`config.mk`:
```
export PLATFORM = sky130hd
export DESIGN_NAME = resim_filtre_cozucu
export DESIGN_NICKNAME = d
export VERILOG_FILES = /design/src/rtl/resim_filtre_cozucu.sv
export SDC_FILE = /design/constraint.sdc
export NUM_CORES = 1
export LEC_CHECK = 0
export CORE_AREA = 5 5 55 76
export DETAILED_ROUTE_END_ITERATION = 7
export DIE_AREA = 0 0 60 81
export PLACE_DENSITY = 0.86
export SETUP_SLACK_MARGIN = 0.2
export SKIP_LAST_GASP = 1
export SLEW_MARGIN = 5
export SYNTH_ARGS = -nofsm -noshare
export SYNTH_HDL_FRONTEND = slang
export SYNTH_SLANG_ARGS = --single-unit
```
`constraint.sdc`:
```
create_clock -name clk -period 2.6 [get_ports clk]
set_clock_uncertainty 0.1 [all_clocks]
set_input_delay 0.65 -clock clk [delete_from_list [all_inputs] [get_ports clk]]
set_output_delay 0.65 -clock clk [all_outputs]
set_load 0.02 [all_outputs]
```
`src/rtl/resim_filtre_cozucu.sv`:
```
// -----------------------------------------------------------------------------
// resim_filtre_cozucu
//   Receive-side decoder for the 5-bit filter codes produced by
//   resim_filtreleyici. Each code carries a 3-bit pixel plus two check bits:
//     code[4:2] = pixel
//     code[1]   = ^pixel   (odd parity)
//     code[0]   = ~^pixel  (even parity, always the inverse of code[1])
//   A code is valid when code[1] == ^code[4:2] and code[0] != code[1].
//   Decoded pixels go through a small FIFO so the producer and consumer can
//   stall independently. Pixels are counted into frames and the final pixel of
//   each frame is tagged with out_last. Invalid codes are reported through a
//   sticky flag and a saturating counter. With ERR_HALT=1 an invalid code
//   also stops input until err_clr.
//
// Handshake: a transfer happens on a rising edge where valid and ready are
//   both 1. valid never depends on ready. Data is held stable while
//   valid=1 and ready=0.
//
// Parameters
//   DEPTH      FIFO entries (power of 2, >= 2)
//   FRAME_LEN  pixels per frame (>= 1)
//   ERR_HALT   1: invalid code halts input until err_clr
//              0: store pixel 0 and keep accepting
//
// Ports
//   clk        clock, rising edge
//   rst        synchronous active-high reset
//   in_valid   in_code valid
//   in_ready   decoder accepts in_code this cycle
//   in_code    5-bit filter code
//   out_valid  out_pixel / out_last valid
//   out_ready  consumer accepts this cycle
//   out_pixel  decoded pixel
//   out_last   last pixel of the frame
//   err_flag   sticky: an invalid code was accepted
//   err_count  invalid codes accepted, saturates at 255
//   err_clr    clears err_flag / err_count and leaves HALT
// -----------------------------------------------------------------------------
module resim_filtre_cozucu #(
  parameter int DEPTH     = 4,
  parameter int FRAME_LEN = 8,
  parameter int ERR_HALT  = 0
) (
  input  logic       clk,
  input  logic       rst,
  input  logic       in_valid,
  output logic       in_ready,
  input  logic [4:0] in_code,
  output logic       out_valid,
  input  logic       out_ready,
  output logic [2:0] out_pixel,
  output logic       out_last,
  output logic       err_flag,
  output logic [7:0] err_count,
  input  logic       err_clr
);

  localparam int AW = $clog2(DEPTH);
  localparam int CW = AW + 1;
  localparam int FW = (FRAME_LEN > 1) ? $clog2(FRAME_LEN) : 1;

  typedef enum logic {
    RUN  = 1'b0,
    HALT = 1'b1
  } state_t;

  state_t state, state_nxt;

  // Each entry is {last, pixel}.
  logic [3:0]    mem [DEPTH];
  logic [AW-1:0] rd_ptr, wr_ptr;
  logic [CW-1:0] count;
  logic [FW-1:0] frame_idx;

  logic       code_ok;
  logic       push, pop;
  logic       frame_last;
  logic [2:0] pixel_dec;

  assign code_ok    = (in_code[1] == ^in_code[4:2]) && (in_code[0] != in_code[1]);
  assign pixel_dec  = code_ok ? in_code[4:2] : 3'd0;
  assign frame_last = (frame_idx == FW'(FRAME_LEN - 1));

  // in_ready is forced low while rst is held so nothing is accepted into a
  // FIFO that is being cleared. No write-through: a full FIFO refuses input
  // even when a pop happens in the same cycle.
  assign in_ready  = !rst && (state == RUN) && (count < CW'(DEPTH));
  assign out_valid = (count != '0);
  assign push      = in_valid && in_ready;
  assign pop       = out_valid && out_ready;

  // Head is gated so the outputs read 0 whenever the FIFO is empty.
  assign out_pixel = out_valid ? mem[rd_ptr][2:0] : 3'd0;
  assign out_last  = out_valid ? mem[rd_ptr][3]   : 1'b0;

  // ---------------------------------------------------------------------------
  // RUN/HALT state machine
  // ---------------------------------------------------------------------------
  always_ff @(posedge clk) begin
    if (rst) begin
      state <= RUN;
    end else begin
      state <= state_nxt;
    end
  end

  always_comb begin
    state_nxt = state;
    case (state)
      RUN: begin
        if (push && !code_ok && (ERR_HALT != 0)) begin
          state_nxt = HALT;
        end
      end
      HALT: begin
        state_nxt = HALT;
      end
      default: begin
        state_nxt = RUN;
      end
    endcase
    // err_clr wins over an invalid accept in the same cycle.
    if (err_clr) begin
      state_nxt = RUN;
    end
  end

  // ---------------------------------------------------------------------------
  // FIFO storage (contents need no reset; out_valid gates the head)
  // ---------------------------------------------------------------------------
  always_ff @(posedge clk) begin
    if (push) begin
      mem[wr_ptr] <= {frame_last, pixel_dec};
    end
  end

  always_ff @(posedge clk) begin
    if (rst) begin
      rd_ptr <= '0;
      wr_ptr <= '0;
      count  <= '0;
    end else begin
      if (push) begin
        wr_ptr <= wr_ptr + 1'b1;
      end
      if (pop) begin
        rd_ptr <= rd_ptr + 1'b1;
      end
      case ({push, pop})
        2'b10:   count <= count + 1'b1;
        2'b01:   count <= count - 1'b1;
        default: count <= count;
      endcase
    end
  end

  // ---------------------------------------------------------------------------
  // Frame position: every accepted code, valid or not, occupies a slot.
  // ---------------------------------------------------------------------------
  always_ff @(posedge clk) begin
    if (rst) begin
      frame_idx <= '0;
    end else if (push) begin
      frame_idx <= frame_last ? '0 : frame_idx + 1'b1;
    end
  end

  // ---------------------------------------------------------------------------
  // Error reporting
  // ---------------------------------------------------------------------------
  always_ff @(posedge clk) begin
    if (rst) begin
      err_flag  <= 1'b0;
      err_count <= 8'd0;
    end else if (err_clr) begin
      err_flag  <= 1'b0;
      err_count <= 8'd0;
    end else if (push && !code_ok) begin
      err_flag <= 1'b1;
      if (err_count != 8'hFF) begin
        err_count <= err_count + 8'd1;
      end
    end
  end

endmodule

```
# Word-level counts from Yosys, hierarchy flattened
# Memory sizes are Yosys's and may differ from the RTL's. A register that Yosys moved wholly into a read port is not among the register bits.
# Cells that the tools add are included.
# totals
ff_bits	20
mem_bits_rw	16
input_bits	10
output_inout_bits	15
elab_cells	45
n_memories	1
# memory_table
memory	words	width	read_ports	rd_ports_with_merged_regs	write_ports	line	text
mem	4	4	1	1	1	70	logic [3:0] mem [DEPTH];
# op_classes
n_addsub	6
magnitude_cmp	1
eq_ne	6
muxes	10
bitwise_logic	1
n_reduce_logical	13
# op_table
cell	n
3-bit two-way mux	3
8-bit by 1-bit adder with 8-bit output (second input constant)	1
8-bit != test (second input constant)	1
3-bit by 1-bit adder with 3-bit output (second input constant)	2
1-bit logical AND	6
3-bit one-hot mux with 2 select lines	1
2-bit by 1-bit adder with 2-bit output (second input constant)	2
1-bit two-way mux	4
2-bit two-way mux	2
3-bit equality test (second input constant)	1
3-bit less-than comparator (second input constant)	1
3-bit nonzero test	1
3-bit parity	1
3-bit by 1-bit subtractor with 3-bit output (second input constant)	1
2-bit by 1-bit equality test with 1-bit output (second input constant)	1
2-bit equality test (second input constant)	1
1-bit zero test	2
2-bit AND reduction	1
2-bit nonzero test	1
2-bit OR reduction	1
1-bit equality test	1
1-bit != test	1
1-bit inverter	1

# Depth between registers and ports, before layout
# depth
depth_word	6
ltp_mapped	9

# Worst setup path after synthesis
# OpenSTA, ideal clock, no wires.
# synth_path
path_type	register to register
start	register count[2]
end	register count[2]
setup_ps	71
arrival_time_ps	2169
setup_slack_ps	260
path_stages_with_launch	10
n_path_buf	1
synth_period_minus_slack_ps	2340
path_cell_list	dfxtp_1 or3_1 clkbuf_1 and2_1 ha_1 inv_1 fa_1 xor2_1 or3_1 a21oi_1
# synth_between
word_cells_on_any_way	11
cone_classes	2 x add/sub; 1 x order compare; 2 x eq/ne; 1 x mux; 5 x reduce/logical
# synth_rtl
element	line	text
from (decl)	72	logic [CW-1:0] count;
from (signal assigned)	150	2'b10: count <= count + 1'b1;
from (signal assigned)	151	2'b01: count <= count - 1'b1;
from (signal assigned)	152	default: count <= count;
3-bit nonzero test (*)	88	assign out_valid = (count != '0);
net out_valid	49	output logic out_valid,
1-bit logical AND (*)	90	assign pop = out_valid && out_ready;
net pop	76	logic push, pop;
2-bit by 1-bit equality test with 1-bit output / 2-bit equality test (equally long branches)	149	case ({push, pop})
3-bit one-hot mux with 2 select lines / 2-bit nonzero test (equally long branches)	--	
# Mark *: on every way through the listed nets, which the timed path passes. The rest lies on a longest branch.
# A chain may end at the register's enable or synchronous reset.

==> impl_metrics.py <==
metrics = {
    "routing": {
        "ant_nets": 0,
        "dr.pass1.iters": 4,
        "drtIter0Drc": 33,
        "wire_per_inst_um": 14.3,
        "drt_wl_total_um": 3250,
        "drc": 0,
        "via_per_inst": 5.42,
        "vias": 1230,
    },
    "pwr": {
        "vdd_drop_max_uv": 608,
        "p_leak_nw": 0.799,
        "total_power_w": 0.00171,
        "p_per_area_nw_per_um2": 785,
    },
    "clock_tree": {
        "cts_sinks": 37,
        "cts_tree": "yes",
        "cts.clk_slew.worst_paths_ns": 0.07,
        "cts_hold_buf": 0,
        "clock_latency_ns": 0.29,
        "htree_levels": 2,
        "numCtsBuffers": 5,
        "clk_path_buf_depth": 2,
        "root_buffer": "clkbuf_8",
    },
    "timing": {
        "final_hold_viol_count": 0,
        "tns_ns": 0,
        "slew_viol_final": 0,
        "period_share_pct": 90.8,
        "tightest_slew_ns": 0.377,
        "slew_headroom_pct": 74.7,
        "period_needed_ns": 2.36,
        "setup_viol": 0,
        "fmax_ghz": 0.424,
        "rsz0062_at_grt": "yes",
    },
    "logic_synthesis": {
        "yosysUniqueCellTypes": 35,
        "synth_area_leader_cell": "edfxtp_1",
        "synth.top_cell.area_share_pct": 28.1,
        "yosysSeqAreaShare_pct": 52.6,
        "synthesis.area_um2": 1710,
        "syn_area_per_cell_um2": 11.4,
        "netlist_instances": 150,
        "yosysWarnings": 0,
        "ys_seq_elements": 37,
        "syn_nets": 169,
        "synth_area_leaders": "edfxtp_1 28%, dfxtp_1 25%, ha_1 5.8%, mux4_2 5.3%, and2_1 4.8%",
    },
    "worst_hold_path": {
        "holdCritPathClass": "flop to flop",
        "holdPathStages": 1,
    },
    "critical_path": {
        "startpoint_type": "flop",
        "path_max_fanout": 4,
        "worstSetupPathType": "flop to output pin",
        "r2r_cells": 8,
        "arrival_ns": 1.61,
        "endpoint_kind": "output pin",
        "cp_data_required_time_ns": 1.85,
    },
    "final_layout": {
        "multiInputGateArea_um2": 777,
        "areaGrowthSynthToFinish_pct": 27.5,
        "num_antenna_cells": 0,
        "fin_nets": 205,
        "n_fill_cell": 264,
        "regArea_um2": 905,
        "finalInstanceArea_um2": 2180,
        "stdcell_count": 227,
        "drive_above_1_share_pct": 19.3,
    },
    "run_status": {
        "status": "finished clean",
    },
    "floorplanning": {
        "core_area_um2": 3380,
        "die_x_um": 60,
        "fp.dieH_um": 81,
        "start_util_pct": 50.7,
        "dieArea_um2": 4860,
        "rows": 25,
        "io_pins": 25,
    },
    "global_route": {
        "grt_pass1_wl_um": 5910,
        "antenna_found_initial": 0,
        "grt_usage_pct": 16.3,
        "overflow": 0,
        "grt_pass1_vias": 1323,
        "grt_max_degree": 17,
    },
    "placement": {
        "routabilityCongestion": 0.774,
        "portBuffers": 24,
        "dp_hpwl_um": 2540,
        "placed_area_um2": 2050,
        "place_inst": 219,
    },
    "job": {
        "cap_viol_max_count": 0,
    },
}
[metrics by stage]
| stage | hold slack (ns) | setup slack (ns) | utilization, % |
|---|---|---|---|
| 3_5_place_dp | 0.360 | -0.126 | 60.8 |
| 2_1_floorplan | 0.347 | 0.260 | - |
| 4_1_cts | 0.381 | 0.176 | 64.4 |
| 5_1_grt | 0.394 | 0.164 | 64.6 |
| 3_3_place_gp | 0.358 | -0.0465 | 60.8 |
| 6_report | 0.378 | 0.239 | 64.6 |
[registers in the layout (all words and copies together) (netlist names), named ones only]
signal / cells
mem: 16
err_flag: 1
frame_idx: 3
count: 3
err_count: 8
rd_ptr: 2
wr_ptr: 2
[layout make-up]
class	count	share of cell area (%)
Inverter	7	1.20
Tap cell	40	2.29
Clock inverter	2	1.72
Multi-Input combinational cell	100	35.6
Clock buffer	6	3.78
Timing Repair Buffer	35	13.9
Sequential cell	37	41.5
[per-layer routing]
layer | routed length (um) | GRT usage, %
met5 | 0 | 0
met4 | 65 | 6.87
met3 | 164 | 5.56
met2 | 1860 | 29.4
met1 | 1160 | 16.4
[path summary, 6_finish.rpt]
kind | from | endpoint | slack (ns)
worst min register to register | err_flag | err_flag | 0.38
worst min-delay path | err_flag | err_flag | 0.38
worst max-delay path | flop | out_pixel[2] | 0.24
worst max register to register | count[2] | count[2] | 0.48
[worst max-delay path, stage by stage (launching register included)]
cell and delay [ns]:
dfxtp_4 0.39, mux4_2 0.50, and2_1 0.16, clkdlybuf4s15_1 0.28
[repair_timing]
item	in CTS	in global routing
gates cloned	0	0
pin swaps	0	1
hold endpoints to repair	0	0
setup endpoints to repair	7	7
setup buffers	0	0
gates resized for setup	13	10
[cell usage in the layout (no fill, tap or decap), types with 2 or more instances in the layout]
cell type        count
nor2_1              12
a21oi_2              2
xnor2_1              2
or3_1                4
mux4_2               4
nand2_1              6
o21ai_0              6
nand3_1              3
a21oi_1              5
o21ai_1              2
o31ai_1              5
or4_1                2
ha_1                 7
clkbuf_8             6
clkbuf_2             3
and2_1              12
dlygate4sd2_1        3
nand4_1              4
edfxtp_1            16
buf_4               11
clkdlybuf4s50_1     17
xor2_1               3
o21a_1               2
inv_1                6
nand2b_1             4
dfxtp_1             20
[synth_stat cells]
master	n
a21oi_1	7
xor2_1	3
fa_1	1
nand2b_1	4
and4_1	1
buf_6	1
buf_2	1
o31ai_1	5
or4_1	3
mux2i_1	1
nand3_1	3
nand4_1	4
and3_1	1
o211ai_1	1
o21ai_1	2
xnor3_1	1
nor3b_4	1
clkbuf_1	4
or3_1	5
o21a_1	2
and2_1	13
xnor2_1	2
nor2_1	12
edfxtp_1	16
o21ai_0	6
o31a_1	1
dfxtp_1	21
inv_2	1
nor4_1	1
inv_1	6
or2_1	1
o2111ai_1	1
mux4_2	4
ha_1	8
nand2_1	6
[power by group]
| group | total, W | switching (W) | internal (W) | leakage [nW] |
|---|---|---|---|---|
| combinational | 0.000477 | 0.000238 | 0.000239 | 0.423 |
| clock | 0.000507 | 0.000196 | 0.000312 | 0.0574 |
| sequential | 0.000729 | 0.0000561 | 0.000673 | 0.318 |
[logic make-up (layout without fill, tap and decap cells)]
group | Yosys count | in the layout | share of synthesized area [%]
flip-flops | 37 | 37 | 52.6
AO/OA/AOI/OAI | 25 | 25 | 8.92
adder cells (fa/ha/maj) | 9 | 9 | 7.02
AND/OR/NAND/NOR | 55 | 55 | 18.3
multiplexers | 5 | 5 | 5.85
XOR/XNOR | 6 | 6 | 3.87
buffers and inverters | 13 | 50 | 3.36
Note: power is estimated with default switching activity, not from simulation.
